===== src/rtl/prng_pkg.sv =====
// Shared types and pure helpers for the bounded-range PRNG.
// Helpers work on a 64-bit word; callers zero-extend narrower values.
package prng_pkg;

  localparam int LFSR_MAX_W = 64;

  typedef logic [LFSR_MAX_W-1:0] lfsr_word_t;

  typedef enum logic [1:0] {
    IDLE = 2'd0,
    DRAW = 2'd1,
    RESP = 2'd2
  } fsm_state_t;

  // One Galois shift. Zero-extension means the shift brings in zeros above LEN,
  // so the same function serves every LEN up to LFSR_MAX_W.
  function automatic lfsr_word_t lfsr_step(input lfsr_word_t s, input lfsr_word_t taps);
    return (s >> 1) ^ (s[0] ? taps : '0);
  endfunction

  // Smallest all-ones pattern covering x (x=0 gives 0).
  function automatic lfsr_word_t smear_mask(input lfsr_word_t x);
    lfsr_word_t m;
    m = x;
    for (int i = 0; i < 6; i++) begin
      m = m | (m >> (1 << i));
    end
    return m;
  endfunction

endpackage


===== src/rtl/prng_range_gen_if.sv =====
// Request/response bus of the range generator. The consumer is the master.
interface prng_range_gen_if #(
  parameter int LEN = 16
);

  logic           req_valid;
  logic           req_ready;
  logic [LEN-1:0] req_bound;
  logic           resp_valid;
  logic           resp_ready;
  logic [LEN-1:0] resp_value;

  modport master (
    output req_valid,
    output req_bound,
    output resp_ready,
    input  req_ready,
    input  resp_valid,
    input  resp_value
  );

  modport slave (
    input  req_valid,
    input  req_bound,
    input  resp_ready,
    output req_ready,
    output resp_valid,
    output resp_value
  );

endinterface


===== src/rtl/prng_range_gen_lfsr_core.sv =====
// Free-running Galois LFSR: STEPS unrolled shifts per enabled edge,
// seed load with priority, and a guard that never lets the state reach zero.
module lfsr_core
  import prng_pkg::*;
#(
  parameter int             LEN   = 16,
  parameter logic [LEN-1:0] TAPS  = LEN'(16'hB400),
  parameter int             STEPS = 1
) (
  input  logic           clk,
  input  logic           rst,
  input  logic           en,
  input  logic [LEN-1:0] seed,
  input  logic           seed_load,
  output logic [LEN-1:0] state
);

  logic [LEN-1:0] state_reg;
  logic [LEN-1:0] state_next;
  logic [LEN-1:0] seed_safe;
  logic [LEN-1:0] chain [STEPS+1];

  assign seed_safe = (seed == '0) ? LEN'(1) : seed;
  assign chain[0]  = state_reg;

  genvar gi;
  generate
    for (gi = 0; gi < STEPS; gi++) begin : g_step
      assign chain[gi+1] = LEN'(lfsr_step(LFSR_MAX_W'(chain[gi]), LFSR_MAX_W'(TAPS)));
    end
  endgenerate

  always_comb begin
    state_next = state_reg;
    if (seed_load) begin
      state_next = seed_safe;
    end else if (en) begin
      state_next = chain[STEPS];
    end
    // A zero state would lock the register forever.
    if (state_next == '0) begin
      state_next = LEN'(1);
    end
  end

  always_ff @(posedge clk) begin
    if (!rst) begin
      state_reg <= seed_safe;
    end else begin
      state_reg <= state_next;
    end
  end

  assign state = state_reg;

endmodule


===== src/rtl/prng_range_gen.sv =====
// Uniform draw in [0, bound) by masked rejection sampling on the LFSR state,
// with a bounded retry count and a subtract-bound fallback.
module prng_range_gen
  import prng_pkg::*;
#(
  parameter int             LEN     = 16,
  parameter logic [LEN-1:0] TAPS    = LEN'(16'hB400),
  parameter int             STEPS   = 1,
  parameter int             MAX_TRY = 8
) (
  input  logic             clk,
  input  logic             rst,
  input  logic             en,
  input  logic [LEN-1:0]   seed,
  input  logic             seed_load,
  prng_range_gen_if.slave  bus,
  output logic [LEN-1:0]   state
);

  localparam int               TRY_W    = $clog2(MAX_TRY + 1);
  localparam logic [TRY_W-1:0] TRY_LAST = TRY_W'(MAX_TRY - 1);

  fsm_state_t       fsm_reg, fsm_next;
  logic [LEN-1:0]   bound_reg, bound_next;
  logic [LEN-1:0]   mask_reg, mask_next;
  logic [LEN-1:0]   resp_value_reg, resp_value_next;
  logic [TRY_W-1:0] try_cnt_reg, try_cnt_next;
  logic [LEN-1:0]   bound_m1;
  logic [LEN-1:0]   cand;

  lfsr_core #(
    .LEN   (LEN),
    .TAPS  (TAPS),
    .STEPS (STEPS)
  ) u_lfsr (
    .clk       (clk),
    .rst       (rst),
    .en        (en),
    .seed      (seed),
    .seed_load (seed_load),
    .state     (state)
  );

  // bound 0 wraps to all-ones, which is exactly the full-range mask.
  assign bound_m1 = bus.req_bound - LEN'(1);
  assign cand     = state & mask_reg;

  always_comb begin
    fsm_next        = fsm_reg;
    bound_next      = bound_reg;
    mask_next       = mask_reg;
    try_cnt_next    = try_cnt_reg;
    resp_value_next = resp_value_reg;
    case (fsm_reg)
      IDLE: begin
        if (bus.req_valid) begin
          bound_next   = bus.req_bound;
          mask_next    = LEN'(smear_mask(LFSR_MAX_W'(bound_m1)));
          try_cnt_next = '0;
          fsm_next     = DRAW;
        end
      end
      DRAW: begin
        if (en) begin
          if (bound_reg == '0 || cand < bound_reg) begin
            resp_value_next = cand;
            fsm_next        = RESP;
          end else if (try_cnt_reg == TRY_LAST) begin
            // mask < 2*bound, so one subtraction lands inside the range.
            resp_value_next = cand - bound_reg;
            fsm_next        = RESP;
          end else begin
            try_cnt_next = try_cnt_reg + TRY_W'(1);
          end
        end
      end
      RESP: begin
        if (bus.resp_ready) begin
          fsm_next = IDLE;
        end
      end
      default: begin
        fsm_next = IDLE;
      end
    endcase
  end

  always_ff @(posedge clk) begin
    if (!rst) begin
      fsm_reg        <= IDLE;
      bound_reg      <= '0;
      mask_reg       <= '0;
      try_cnt_reg    <= '0;
      resp_value_reg <= '0;
    end else begin
      fsm_reg        <= fsm_next;
      bound_reg      <= bound_next;
      mask_reg       <= mask_next;
      try_cnt_reg    <= try_cnt_next;
      resp_value_reg <= resp_value_next;
    end
  end

  assign bus.req_ready  = (fsm_reg == IDLE);
  assign bus.resp_valid = (fsm_reg == RESP);
  assign bus.resp_value = resp_value_reg;

endmodule


===== src/flat_wrapper.sv =====
// flat-port wrapper written by rule: the top's interface ports become plain ports
module prng_range_gen_flat import prng_pkg::*;
#(
  parameter int             LEN     = 16,
  parameter logic [LEN-1:0] TAPS    = LEN'(16'hB400),
  parameter int             STEPS   = 1,
  parameter int             MAX_TRY = 8
)
  (clk, rst, en, seed, seed_load, state, bus_req_valid, bus_req_bound, bus_resp_ready, bus_req_ready, bus_resp_valid, bus_resp_value);
  prng_range_gen_if #(.LEN(LEN)) bus_i ();
  input  logic clk;
  input  logic rst;
  input  logic en;
  input  logic [LEN-1:0] seed;
  input  logic seed_load;
  output logic [LEN-1:0] state;
  input wire logic [$bits(bus_i.req_valid)-1:0] bus_req_valid;
  input wire logic [$bits(bus_i.req_bound)-1:0] bus_req_bound;
  input wire logic [$bits(bus_i.resp_ready)-1:0] bus_resp_ready;
  output wire logic [$bits(bus_i.req_ready)-1:0] bus_req_ready;
  output wire logic [$bits(bus_i.resp_valid)-1:0] bus_resp_valid;
  output wire logic [$bits(bus_i.resp_value)-1:0] bus_resp_value;
  assign bus_i.req_valid = bus_req_valid;
  assign bus_i.req_bound = bus_req_bound;
  assign bus_i.resp_ready = bus_resp_ready;
  assign bus_req_ready = bus_i.req_ready;
  assign bus_resp_valid = bus_i.resp_valid;
  assign bus_resp_value = bus_i.resp_value;
  prng_range_gen #(.LEN(LEN), .TAPS(TAPS), .STEPS(STEPS), .MAX_TRY(MAX_TRY)) u_core (.clk(clk), .rst(rst), .en(en), .seed(seed), .seed_load(seed_load), .bus(bus_i), .state(state));
endmodule

===== config.mk =====
export PLATFORM = sky130hd
export DESIGN_NAME = prng_range_gen_flat
export DESIGN_NICKNAME = d
export VERILOG_FILES = /design/src/rtl/prng_pkg.sv /design/src/rtl/prng_range_gen_if.sv /design/src/rtl/prng_range_gen_lfsr_core.sv /design/src/rtl/prng_range_gen.sv /design/src/flat_wrapper.sv
export SDC_FILE = /design/constraint.sdc
export NUM_CORES = 1
export LEC_CHECK = 0
export BUFFER_PORTS_ARGS = -buffer_cell sky130_fd_sc_hd__buf_2
export CAP_MARGIN = 5
export CORE_ASPECT_RATIO = 1.5
export CORE_MARGIN = 2
export CORE_UTILIZATION = 55
export CTS_BUF_LIST = sky130_fd_sc_hd__clkbuf_16
export DETAILED_ROUTE_END_ITERATION = 8
export HOLD_SLACK_MARGIN = 0.06
export PLACE_DENSITY = 0.78
export RECOVER_POWER = 50
export SLEW_MARGIN = 20
export SYNTH_ARGS = -nofsm -noshare
export SYNTH_HDL_FRONTEND = slang
export SYNTH_SLANG_ARGS = --single-unit

===== constraint.sdc =====
create_clock -name clk -period 5.8 [get_ports clk]
set_input_delay 1.16 -clock clk [delete_from_list [all_inputs] [get_ports clk]]
set_output_delay 1.16 -clock clk [all_outputs]
set_load 0.01 [all_outputs]

Yosys cells after proc, flatten, opt, wreduce, memory -nomap -nowiden

Index checks and enable logic that the tools add are counted.

Output and inout bits: 34
Register bits after elaboration: 70
Word-level logic and storage cells: 57
Input port bits: 38

Reductions and logical operators: 11
Bitwise operators: 8
$add $sub $neg: 3
$lt $le $gt $ge: 1
Equality and inequality tests: 9
Mux-type cells: 19

Operators by type and width:

| kind                    | count |
|---|---|
| $mux W16                | 8 |
| $or A64 B56 Y64         | 1 |
| $or A64 B60 Y64         | 1 |
| $or A64 B62 Y64         | 1 |
| $logic_not A16 Y1       | 3 |
| $or A48 B48 Y48         | 1 |
| $and A16 B16 Y16        | 1 |
| $lt A16 B16 Y1          | 1 |
| $mux W4                 | 4 |
| $or A16 B15 Y16         | 1 |
| $or A16 B16 Y16         | 1 |
| $sub A16 B1 Y16 const B | 1 |
| $sub A16 B16 Y16        | 1 |
| $xor A15 B16 Y16        | 1 |
| $mux W2                 | 5 |
| $ne A2 B2 Y1 const B    | 5 |
| $pmux W4 S2             | 1 |
| $pmux W2 S3             | 1 |
| $reduce_and A5 Y1       | 1 |
| $add A4 B1 Y4 const B   | 1 |
| $eq A4 B3 Y1 const B    | 1 |
| $reduce_and A4 Y1       | 1 |
| $reduce_bool A2 Y1      | 2 |
| $ne A3 B1 Y1 const B    | 1 |
| 6 further kinds         | 6 |

Logic depth before layout (Yosys ltp)

Depth after elaboration: 7
Gate-level depth with buffers: 13
Depth with buffers taken out: 10

By module

Synthesis repeated with hierarchy kept, for this count alone.

Cell total of the unflattened synthesis: 605
Area, all modules: 4748.3 um^2

Modules (own cells, without submodules):

| module         | times used | sequential area each (um^2) | area an instance (um^2) | cells an instance |
|---|---|---|---|---|
| prng_range_gen | 1          | 1081.0                      | 3861.2                  | 500 |
| lfsr_core      | 1          | 320.3                       | 887.1                   | 105 |

Worst setup path before layout

Ideal clock, no wire load.

Path type: input -> register
Start point: in bus_req_bound[2]
End point: reg u_core.mask_reg[0]
Required time: 5665 ps
Data arrival time: 3218 ps
Setup time: 135 ps
Stages: 8
Path slack: 2447 ps
Path buffers: 1
Cells stage by stage: clkbuf_1 nor4_4 nand2_1 nor3_1 xor2_1 or4_4 nor4_4 a31oi_1

Longest elaborated chain between the ends: 7

Ends and longest elaborated chain:

| what                 | RTL line             | RTL |
|---|---|---|
| from (decl)          | flat_wrapper.sv:18   | `input wire logic [$bits(bus_i.req_bound)-1:0] bus_req_bound;` |
| $sub A16 B1 Y16      | prng_range_gen.sv:45 | `assign bound_m1 = bus.req_bound - LEN'(1);` |
| $or A16 B15 Y16      | prng_pkg.sv:26       | `m = m \| (m >> (1 << i));` |
| $or A64 B62 Y64      | prng_pkg.sv:26       |  |
| $or A64 B60 Y64      | prng_pkg.sv:26       |  |
| $or A64 B56 Y64      | prng_pkg.sv:26       |  |
| $or A48 B48 Y48      | prng_pkg.sv:26       |  |
| $or A16 B16 Y16      | prng_pkg.sv:26       |  |
| to (signal assigned) | prng_range_gen.sv:98 | `mask_reg <= mask_next;` |
| to (decl)            | prng_range_gen.sv:25 | `logic [LEN-1:0] mask_reg, mask_next;` |

No other way between the ends.
A chain may end at the register's enable or synchronous reset.

Worst setup path after layout

Start point: in rst
End point: reg u_core.try_cnt_reg[2]

RTL lines:

| what                 | RTL line             | RTL |
|---|---|---|
| from (decl)          | flat_wrapper.sv:12   | `input logic rst;` |
| to (signal assigned) | prng_range_gen.sv:99 | `try_cnt_reg <= try_cnt_next;` |
| to (decl)            | prng_range_gen.sv:27 | `logic [TRY_W-1:0] try_cnt_reg, try_cnt_next;` |

No word-level cell between the ends.

==> flow_summary_export.csv <==
group,metric,value,unit
power,power.switching,0.485,mW
synth,yosys_warnings,0,
setup_path,critPathRequiredTime,6.01,ns
cts,clkLatencyLatePin,0.33,ns
die,ios,72,
synth,syn_area_per_cell,7.69,sq um
die,die_x,76.3,um
cts,cts.sinks,70,
timing,finalCritPeriodShare,69.0,%
timing,holdWs,0.474,ns
synth,netlist_top_cells_area,"dfxtp_1 33%, a21oi_1 6.9%, nand2_1 6.6%, ha_1 5.5%, o21ai_0 5.2%",
worst_hold_path,hold_path_class,"flop to flop",
finish,layout.cells.most_common,"nand2_1",
drt,first_pass_iters,5,
cts,tritoncts,"yes",
die,die_area,8570,sq um
power,irDropWorstVdd,0.157,mV
drt,wl_met2,5440,um
timing,fin_ws,1.80,ns
finish,num_antenna_cells,0,
cts,cts_setup_buffers,0,
finish,syn2layout_area_growth,14.3,%
power,p_leak,2.02,nW
setup_path,critical_path_class,"input pin to flop",
synth,synth-async-reset-ratio,0,%
drt,drt_iter0_markers,274,
synth,syn_nets,618,
die,die_height,112,um
synth,yosys.area.top_type,"dfxtp_1",
die,row_count,39,
cts,cts_buffer_depth,2,
place,dp_hpwl,8310,um
drt,highest_layer,"met4",
outcome,failed_checks,"max-capacitance violations, max-slew violations",
power,sw_frac_of_total,32.3,%
timing,setup_viol,0,
outcome,status,"finished with violations",
power,p_int,1.02,mW
synth,synth_area,4310,sq um
setup_path,crit_arrival,4.21,ns
cts,htreeDepth,3,
drt,drt-total-wl,11300,um
die,initial_core_util,56.6,%
drt,drt-met1-wl,4890,um
drt,final_antenna_net_count,0,
setup_path,endpoint_kind,"flop",
finish,nets,672,
setup_path,startpoint_type,"input pin",
power,power.total,1.50,mW
finish,final_cell_mix,"76 x nand2_1, 70 x dfxtp_1, 59 x a21oi_1",
timing,timing.fmax,0.250,GHz
synth,ys.flop_type,"dfxtp_1",
place,io_buffer_count,71,
power,p_per_area,305,nW/um^2
timing,tightestPinTransition,1.73,ns
global_route,grt_pass1_vias,3985,
setup_path,r2r_setup_slack,2.43,ns
finish,nFillCells,716,
synth,synth_enable_flop_cells,0,
timing,maxSlewHeadroom,-15.0,%
global_route,grt-ovfl-total,0,
timing,fin_crit,4.00,ns
timing,finalHoldViolations,0,
timing,rsz0062_at_grt,"no",
timing,skew,0.00610,ns
global_route,grt_max_degree,43,
drt,viasPerCell,5.92,
flow_run,drv_cap,1,
timing,drv_slew,43,
power,combPwrFrac,27.5,%
place,pre_cts_slack,2.16,ns
die,core-area,7610,sq um
power,seqPwrFrac,38.0,%
global_route,globalRouteTotalUtil,26.7,%
synth,synthCells,560,
synth,synth_seq_cells,70,
synth,synth_top_area_share,32.5,%
cts,holdBufCountCts,0,
power,clkPwrFrac,34.5,%
synth,yosysSeqAreaShare,32.5,%
setup_path,crit_fanout,42,
finish,drive_gt1_share,10.4,%
global_route,grt_pass1_wl,18600,um
drt,vias,4256,
drt,wl_met3,525,um
synth,synth_cell_types,57,
drt,wl_per_cell,15.7,um
cts,clk_pin_slew,0.05,ns
place,globalplace.congestion,0.958,
drt,drc,0,
timing,setup_tns,0,ns
cts,cts.root.buffer_cell,"clkbuf_16",
global_route,grt_antenna_before_repair,0,
cts,cts_buffers,9,
cts,cts-resized-gates,0,
-- layer usage --
| layer | up-vias | GRT usage (%) |
|---|---|---|
| met5 | - | 0 |
| li1 | 2111 | - |
| met3 | 35 | 4.98 |
| met4 | 0 | 13.0 |
| met2 | 120 | 46.1 |
| met1 | 1990 | 31.7 |
-- logic make-up after synthesis --
kind of cell / synth area share, %
and+or+nand+nor: 24.7
AOI/OAI and AO/OA: 23.9
DFF: 32.5
buffers and inverters: 4.88
xor gates and xnor gates: 4.07
adders and majority gates: 5.98
muxes: 4.01
-- cell type report --
cell class	count	area, sq um	area share (%)
inverters	26	97.6	1.98
flip-flops and latches	70	1400	28.4
repair buffers	73	325	6.60
clock buffers	9	225	4.57
well taps	102	128	2.59
multi-input cells	434	2700	54.7
clock inverters	5	52.6	1.07
-- power by group through the flow --
stage	clock [mW]	combinational, mW	sequential [mW]
after floorplan	0	0.300	0.571
after global placement	0	0.402	0.576
after detailed placement	0	0.412	0.578
after CTS	0.530	0.415	0.568
after global routing	0.545	0.463	0.575
final	0.518	0.413	0.570
-- per-stage QoR --
stage / util, % / instances / instance area, sq um
after floorplan: - / 560 / 4310
after global placement: 61.7 / 705 / 4700
after detailed placement: 61.7 / 705 / 4700
after CTS: 65.4 / 719 / 4980
after global routing: 64.7 / 719 / 4930
final: 64.7 / 719 / 4930
-- final timing paths --
check,cells past startpoint,end,from
setup / recovery,3,u_core.try_cnt_reg[2],rst
hold / removal,2,u_core.bound_reg[15],u_core.bound_reg[15]
setup reg to reg,11,u_core.bus.resp_value[3],u_core.u_lfsr.state[0]
hold reg to reg,2,u_core.bound_reg[15],u_core.bound_reg[15]
-- critical path, cell delays in order --
cell and delay [ns]:
clkbuf_1 1.21, clkinv_1 1.20, o41ai_1 0.62
-- cell usage after synthesis, drive strengths merged (4+ instances only) --
library cell,count
o21a,7
or4,5
inv,25
nor4,14
nor2,45
nor3,17
clkbuf,29
nand2,76
nand4,4
a31oi,11
nand3,7
a21oi,59
mux2i,15
o21ai,45
and2,18
ha,19
xor2,8
o211ai,8
dfxtp,70
o211a,6
o31a,5
xnor2,12
nand2b,7
Note: power is estimated with default switching activity, not from simulation.
